## src/rtl/uart_tx_arbiter.sv

```systemverilog
// Packet-atomic round-robin arbiter sharing one UART TX byte stream among N requesters.
// The current owner keeps the stream until its last byte, or until it stalls for HOLD_MAX idle cycles.
module uart_tx_arbiter #(
   parameter int N        = 2,
   parameter int HOLD_MAX = 64
) (
   input  logic             clock,
   input  logic             resetn,
   input  logic [N-1:0]     req_mask,
   input  logic [N-1:0]     req_valid,
   input  logic [8*N-1:0]   req_data,
   input  logic [N-1:0]     req_last,
   output logic [N-1:0]     req_ready,
   output logic             tx_valid,
   output logic [7:0]       tx_data,
   input  logic             tx_ready,
   output logic [N-1:0]     grant,
   output logic             timeout
);

   localparam int          IW       = $clog2(N);
   localparam logic [0:0]  S_IDLE   = 1'b0;
   localparam logic [0:0]  S_LOCKED = 1'b1;
   localparam logic [15:0] HOLD_LIM = 16'(HOLD_MAX - 1);

   logic [0:0]    r_state;
   logic [IW-1:0] r_owner;
   logic [IW-1:0] r_ptr;
   logic [15:0]   r_hold_cnt;
   logic [N-1:0]  r_grant;
   logic          r_timeout;

   logic [N-1:0]  w_elig;
   logic          w_found;
   logic [IW-1:0] w_pick;
   logic [IW-1:0] w_cand;
   logic          w_hit;
   logic [IW-1:0] w_next;
   logic [N-1:0]  w_pick_onehot;
   logic          w_own_valid;
   logic          w_own_last;
   logic [7:0]    w_own_data;
   logic          w_locked;
   logic          w_beat;
   logic          w_release_last;
   logic          w_release_stall;

   assign w_elig          = req_valid & req_mask;
   assign w_locked        = (r_state == S_LOCKED);
   assign w_next          = (r_owner == IW'(N - 1)) ? {IW{1'b0}} : r_owner + 1'b1;
   assign w_pick_onehot   = {{(N-1){1'b0}}, 1'b1} << w_pick;
   assign w_beat          = w_locked & w_own_valid & tx_ready;
   assign w_release_last  = w_beat & w_own_last;
   assign w_release_stall = w_locked & ~w_own_valid & (r_hold_cnt == HOLD_LIM);
   assign grant           = r_grant;
   assign timeout         = r_timeout;

   // Round-robin search: first eligible index at or after the pointer, wrapping modulo N.
   always_comb begin
      w_found = 1'b0;
      w_pick  = {IW{1'b0}};
      w_cand  = {IW{1'b0}};
      w_hit   = 1'b0;
      for (int k = 0; k < N; k++) begin
         w_cand  = IW'((int'(r_ptr) + k) % N);
         w_hit   = w_elig[w_cand] & ~w_found;
         w_pick  = w_hit ? w_cand : w_pick;
         w_found = w_found | w_hit;
      end
   end

   // Select the owner's byte, valid and last flag.
   always_comb begin
      w_own_valid = 1'b0;
      w_own_last  = 1'b0;
      w_own_data  = 8'd0;
      for (int i = 0; i < N; i++) begin
         w_own_valid = (r_owner == IW'(i)) ? req_valid[i]      : w_own_valid;
         w_own_last  = (r_owner == IW'(i)) ? req_last[i]       : w_own_last;
         w_own_data  = (r_owner == IW'(i)) ? req_data[8*i +: 8] : w_own_data;
      end
   end

   // Pass-through to the serializer while locked; everything quiet while idle.
   always_comb begin
      tx_valid  = 1'b0;
      tx_data   = 8'd0;
      req_ready = {N{1'b0}};
      if (w_locked) begin
         tx_valid  = w_own_valid;
         tx_data   = w_own_data;
         req_ready = r_grant & {N{tx_ready}};
      end else begin
         tx_valid  = 1'b0;
         tx_data   = 8'd0;
         req_ready = {N{1'b0}};
      end
   end

   // Ownership FSM, round-robin pointer, stall counter and timeout pulse.
   always_ff @(posedge clock or negedge resetn) begin
      if (!resetn) begin
         r_state    <= S_IDLE;
         r_owner    <= {IW{1'b0}};
         r_ptr      <= {IW{1'b0}};
         r_hold_cnt <= 16'd0;
         r_grant    <= {N{1'b0}};
         r_timeout  <= 1'b0;
      end else begin
         r_timeout <= 1'b0;
         case (r_state)
            S_IDLE: begin
               r_hold_cnt <= 16'd0;
               if (w_found) begin
                  r_state <= S_LOCKED;
                  r_owner <= w_pick;
                  r_grant <= w_pick_onehot;
               end else begin
                  r_grant <= {N{1'b0}};
               end
            end
            S_LOCKED: begin
               // A stalled owner is only reclaimed while it offers nothing, so no byte is withdrawn.
               if (w_release_last || w_release_stall) begin
                  r_state    <= S_IDLE;
                  r_ptr      <= w_next;
                  r_grant    <= {N{1'b0}};
                  r_hold_cnt <= 16'd0;
                  r_timeout  <= w_release_stall;
               end else if (w_own_valid) begin
                  r_hold_cnt <= 16'd0;
               end else begin
                  r_hold_cnt <= r_hold_cnt + 16'd1;
               end
            end
            default: begin
               r_state <= S_IDLE;
               r_grant <= {N{1'b0}};
            end
         endcase
      end
   end

endmodule

```

## config.mk

```make
export PLATFORM = sky130hd
export DESIGN_NAME = uart_tx_arbiter
export DESIGN_NICKNAME = d
export VERILOG_FILES = /design/src/rtl/uart_tx_arbiter.sv
export SDC_FILE = /design/constraint.sdc
export NUM_CORES = 1
export LEC_CHECK = 0
export ABC_AREA = 1
export ABC_CLOCK_PERIOD_IN_PS = 1400
export BUFFER_PORTS_ARGS = -buffer_cell sky130_fd_sc_hd__buf_2
export CAP_MARGIN = 10
export CORE_UTILIZATION = 45
export DETAILED_ROUTE_END_ITERATION = 12
export PLACE_DENSITY_LB_ADDON = 0.15
export SYNTH_ARGS = -nofsm -noshare
export SYNTH_HDL_FRONTEND = slang
export SYNTH_SLANG_ARGS = --single-unit
```

## constraint.sdc

```tcl
create_clock -name clock -period 1.4 [get_ports clock]
set_input_delay 0.28 -clock clock [delete_from_list [all_inputs] [get_ports clock]]
set_output_delay 0.28 -clock clock [all_outputs]
set_load 0.01 [all_outputs]
```

After elaboration in Yosys (flattened, before gate mapping)
Cells that the tools add are included.
W data, S select, Z words.
{ "word_totals": {"regBits": 22, "input_bits": 25, "out_inout_bits": 14, "word_cells": 53} }
{ "classes": {"add_sub_neg": 3, "n_lt_le_gt_ge": 2, "n_eq_ne": 2, "n_shift": 1, "mux": 24, "bitwise_logic": 12, "reduce_logical": 3} }
{ "op_table": {"columns": ["op", "count"], "rows": [
  ["$mux W16", 2],
  ["$pmux W16 S2", 1],
  ["$add A16 B1 Y16 const B", 1],
  ["$eq A16 B6 Y1 const B", 1],
  ["$mux W8", 2],
  ["$mux W1", 14],
  ["$and A1 B1 Y1", 6],
  ["$mux W2", 3],
  ["$and A2 B2 Y2", 2],
  ["$lt A1 B2 Y1 const B", 2],
  ["$pmux W2 S2", 1],
  ["$reduce_and A2 Y1", 2],
  ["$not A1 Y1", 3],
  ["$add A1 B1 Y1 const B", 2],
  ["$ne A2 B1 Y1 const B", 1],
  ["$pmux W1 S2", 1],
  ["$shl A1 B1 Y2 const A", 1],
  ["$logic_or A1 B1 Y1", 1],
  ["$or A1 B1 Y1", 1]
]} }

Depth between registers and ports, before layout
{ "logic_depth": {"word_depth": 9, "depth_mapped": 9, "ltp_nobuf": 9} }

Least setup slack after synthesis
Ideal clock, no wire load.
{ "synth_path": {"path_kind": "register to register", "start": "reg r_hold_cnt[0]", "end": "reg r_hold_cnt[10]", "setup_ps": 122, "arrival_ps": 1277, "required_time_ps": 1278, "path_slack_ps": 0, "stages_incl_launch_ff": 10, "path_buffers": 1, "period_less_slack_ps": 1400, "path_cell_list": "dfrtp_1 > ha_1 > nand2_2 > nor2_4 > nand2_4 > nor2_4 > nand2_4 > nand3b_4 > buf_12 > nor2_2"} }
{ "synth_between": {"elab_chain_cells": 5, "word_cells_on_any_way": 7, "classes_between": "1 x add/sub; 1 x eq/ne; 3 x mux; 1 x bitwise; 1 x reduce/logical"} }
{ "synth_lines": {"columns": ["item", "line_no", "text"], "rows": [
  ["start, declared", "29", "logic [15:0] r_hold_cnt;"],
  ["start signal, assigned", "133", "r_hold_cnt <= r_hold_cnt + 16'd1;"],
  ["branches (longest 3 deep; another with $add A16 B1 Y16)", null, null],
  ["$mux W16 *", "124", "if (w_release_last || w_release_stall) begin"],
  ["$pmux W16 S2 *", "111", "case (r_state)"]
]} }
Every way passes the cells marked *.
A chain may end at the register's enable or synchronous reset.

Worst setup path after layout
{ "layout_path": {"start": "reg r_owner", "end": "out tx_data[1]"} }
{ "layout_between": {"elab_chain_cells": 2} }
{ "layout_lines": {"columns": ["item", "line_no", "text"], "rows": [
  ["start, declared", "27", "logic [IW-1:0] r_owner;"],
  ["start signal, assigned", "104", "r_owner <= {IW{1'b0}};"],
  ["start signal, assigned", "116", "r_owner <= w_pick;"],
  ["$mux W8", "80", "w_own_data = (r_owner == IW'(i)) ? req_data[8*i +: 8] : w_own_data;"],
  ["$mux W8", "89", "if (w_locked) begin"],
  ["end, declared", "15", "output logic [7:0] tx_data,"]
]} }
No other way between the ends.

==> results <==
- The half-perimeter wire length after placement is between 2000 and 2500 um.
- Combinational logic is responsible for 55.2% of the overall power.
- STA puts the critical path data arrival time at 1.29 ns.
- The switching component of the power is approximately 1.1 mW.
- The total power consumption of the routed design is just under 3 mW.
- Summed over all cells, the static leakage comes to approximately 1 nW.
- The sum of overflow across all layers after global routing is 0.
- Summing the areas of all and, or, nand and nor instances in the mapped netlist gives between 40% and 50% of the synthesized area.
- Across the routed clock network, the largest skew measured is roughly 0.017 ns.
- Of all nets on the critical path, the largest fanout is 8.
- Clock-pin slew was measured on the worst setup and hold paths at around 0.14 ns.
- The checks that failed: negative setup slack.
- The number of buffers and inverters on the critical path is 3.
- The worst setup path is captured at an output port.
- In the global route stage, overall resource usage came out at roughly a fifth.
- The aggregate negative setup slack is -1.786 ns.
- In this run the mean area of a mapped cell was ~7.5 um^2.
- The TritonCTS clock tree is built.
- For this run, the slowest stage of the critical path takes between 0.4 and 0.5 ns.
- The number of antenna violations at the first check in global routing is 0.
- The insertion delay of the later-clocked pin in the worst-skew pair is between 0.3 and 0.4 ns.
- The smallest hold slack is around 0.33 ns.
- Registers take 550.5 um^2.
- The via count of the first global-routing pass was between 1000 and 1500.
- The run finished, with violations left.
- Of the post-synthesis cell area, the dominant cell type holds slightly below 40%.
- The Yosys step of the flow raised 0 warnings.
- 0 antenna diodes ended up in the layout.
- Setup repair after global routing could not meet its margin everywhere.
- Using the TritonRoute via totals, the vias-per-cell ratio works out to roughly 5.0.
- Setup violations remaining at the end of the flow were counted as 27.
- The post-synthesis sequential element count is 22.
- Summing the areas of all xor and xnor instances in the mapped netlist gives 4.973% of the synthesized area.
- The placed instance count is 267.
- The die boundary width is 57.96 um.
- The most frequently used flop master after synthesis is sky130_fd_sc_hd__dfrtp_1.
- The number of buffers inserted during clock tree synthesis is 3.
- The final critical-path share of the clock period is 112.4%.
- In this run the cell area of the synthesized design comes to 0.001409 mm^2.
- The initial core utilization is roughly 49%.
- The buffer depth of the longest clock path is 2.
- Of the post-synthesis cell area, the part taken by muxes is 0%.
- After synthesis, the cell types taking the most area are sky130_fd_sc_hd__dfrtp_1 (39%), sky130_fd_sc_hd__nor2_1 (11%), sky130_fd_sc_hd__nand2_1 (10%), sky130_fd_sc_hd__o21ai_0 (4.3%), sky130_fd_sc_hd__inv_1 (4.0%).
- The endpoint required time on the critical path is between 1 and 1.5 ns.
- The largest total area in the synthesized netlist belongs to sky130_fd_sc_hd__dfrtp_1.
- After routing the design area is 0.001977 mm^2.
- From synthesis to final layout, the design area changed by 40.32%.
- The average detailed-routed wire length per instance is about 12 um.
- The critical path's top delay family is flip-flops.
- After technology mapping, the gate count stands at 187.
- Of all flip-flops after synthesis, the portion carrying an async set or reset was 100.0%.
- The total count of hold-check failures in the final report is 0.
- The number of max-cap violations is 0.
- The total number of H-tree levels is 1.
- Traced cell by cell, the critical path runs through inv_2, buf_6, nor2_4, nor2_2, buf_2.
- The internal portion of the total power is around 1.8 mW.
- The layout has about 230 filler cells.
- The I/O pin count is 39.
- In this run the standard cell core region covers approximately 0.0029 mm^2.
- Port buffering added 38 buffers.
- The classification of the worst-slack hold path is primary input to flop.
- Routability-driven placement finished with a final weighted congestion of 0.8663.
- Power spread over the standard cell area amounts to 1485 mW/mm^2.
- The number of remaining DRC errors is 0.
- The die covers roughly 0.0034 mm^2.
- The combinational family with the most area after synthesis is simple AND/OR/NAND/NOR gates.
- For this design, the slowest cell found on the critical path is sky130_fd_sc_hd__dfrtp_1.
- The sort of element at the start of the critical path is a flop.
- The multi-input combinational cells in the finished layout cover a total of slightly above 800 um^2.
- The setup slack of the worst register-to-register path is -0.05 ns.
- The global-route wire length before repair is 5554 um.
- CTS placed an instance of sky130_fd_sc_hd__clkbuf_4 at the clock tree root.
- The proportion of total power due to net switching is roughly 39%.
- Static timing analysis puts the maximum clock frequency at 635.3 MHz.
- The maximum number of pins on one net before global-route repair is 23.
- The number of nets in the layout is approximately 280.
- The detailed router placed around 1400 vias in this run.
- Yosys mapped a number of flops with a built-in enable equal to 0.
- The height of the die is about 58 um.
- The peak ir drop on the vdd network is between 1 and 1.5 mV.
- The pre-antenna-repair detailed-routing pass consisted of 4 iterations.
- The final number of max-transition violations is 0.
- The slack of the critical path is -0.1740 ns.
- Summing the areas of all fa, ha and maj instances in the mapped netlist gives 0.8881% of the synthesized area.
- Registers are responsible for about 28% of the overall power.
- The area after detailed placement is 0.001708 mm^2.
- The sequential element share of the synthesized area is about two fifths.
- The routed wire length is 3361 um.
- The most numerous cell in the Yosys netlist is sky130_fd_sc_hd__nor2_1.
- By startpoint and endpoint, the worst setup path is classified as flop to output port.
- The transition at the pin with the smallest max-transition slack is 0.4868 ns.
- The share of cells above drive strength 1 is between 40 and 50%.
- The non-filler instance count after layout is between 200 and 300.
- The synthesized netlist devotes 6.750% of its cell area to compound gates.
- In this run the remaining antenna-violating nets after routing total 0.
- The post-synthesis cell type count is 23.
- The clock network burns 17.2% of the power.
- Counting every sink on the clock net gives 22.
- The number of violations reported at the end of detailed-routing iteration 0 is 40.
- The worst pin sits at a relative slew slack of approximately two thirds.
- The floorplan row count is 19.
- In the synthesized netlist, the cells that appear most often are sky130_fd_sc_hd__nor2_1 (43), sky130_fd_sc_hd__nand2_1 (39), sky130_fd_sc_hd__dfrtp_1 (22).
- The total nets after synthesis is between 200 and 250.
- The final critical path time including I/O delays and setup is 1.574 ns.
[power by group through the flow]
stage	logic [mW]	registers, mW	clock network, mW
2_1_floorplan	0.736	0.816	0
3_3_place_gp	1.03	0.821	0
3_5_place_dp	1.05	0.830	0
4_1_cts	1.47	0.806	0.507
5_1_grt	1.76	0.823	0.534
6_report	1.62	0.810	0.504
[worst register-to-register path, delay by kind of cell (launching register included)]
family	cells	cell delay, ns
simple gates	6	0.46
buf+inv	3	0.42
flops	1	0.45
[per-stage QoR]
stage               utilization (%)  setup slack, ns
global placement              59.87          0.01414
floorplan                         -        0.0004216
finish                        69.30          -0.1740
CTS                           66.80          -0.1570
global route                  69.30          -0.2539
detailed placement            59.87         -0.04243
[routing by layer]
metal	global-route usage, %	routed length (um)	vias to the layer above	share of wire [%]
li1	-	-	712	-
met1	27.39	1427	640	42
met2	37.44	1683	45	50
met3	3.348	175	9	5.2
met4	5.782	74	0	2.2
met5	0	0	-	0
[layout make-up]
class                           count  share of cell area (%)
Clock inverter                      1                   1.519
Sequential cell                    22                   27.85
Inverter                           17                   3.228
Multi-Input combinational cell    143                   41.84
Clock buffer                        3                   1.139
Timing Repair Buffer               65                   22.47
Tap cell                           31                   1.962
[state kept, by name, indices dropped and copies added (netlist names)]
name	count
timeout	1
r_owner	1
r_ptr	1
r_hold_cnt	16
r_state	1
grant	2
[placed cells by master, fill, tap and decap left out, types with 6 or more instances in the layout]
cell | synthesis | routed
sky130_fd_sc_hd__inv_1 | 15 | 14
sky130_fd_sc_hd__nor2_4 | 5 | 8
sky130_fd_sc_hd__buf_6 | 2 | 9
sky130_fd_sc_hd__nor2_1 | 43 | 36
sky130_fd_sc_hd__o21ai_1 | 0 | 6
sky130_fd_sc_hd__nand2_1 | 39 | 33
sky130_fd_sc_hd__dfrtp_1 | 22 | 22
sky130_fd_sc_hd__nand2_2 | 3 | 7
sky130_fd_sc_hd__nor2_2 | 8 | 12
sky130_fd_sc_hd__buf_2 | 0 | 37
sky130_fd_sc_hd__buf_4 | 0 | 17
sky130_fd_sc_hd__nand3_1 | 10 | 10
[kinds of logic after synthesis]
group / after synthesis
flip-flops: 22
AND/OR/NAND/NOR: 117
XOR/XNOR: 8
AO/OA/AOI/OAI: 17
adder cells (fa/ha/maj): 1
buffers and inverters: 22
[what timing repair did]
item                                    CTS  global route
resized for setup                        21            22
cloned                                    0             0
pin swaps                                 8            12
hold buffers                              1             0
endpoints found under the setup margin   26            31
hold endpoints to repair                 22             0
setup buffers                             9             1
[worst paths after layout]
check	cells after the start	startpoint	endpoint
worst min-delay path	4	req_mask[1]	grant[0]$_DFFE_PN0P_
max in group asynchronous	2	resetn	r_hold_cnt[13]$_DFF_PN0_
min in group asynchronous	2	resetn	r_hold_cnt[3]$_DFF_PN0_
worst max register to register	9	r_owner$_DFFE_PN0P_	r_hold_cnt[7]$_DFF_PN0_
worst min register to register	2	r_ptr$_DFFE_PN0P_	r_ptr$_DFFE_PN0P_
worst max-delay path	5	r_owner$_DFFE_PN0P_	tx_data[1]
Note: power is estimated with default switching activity, not from simulation.
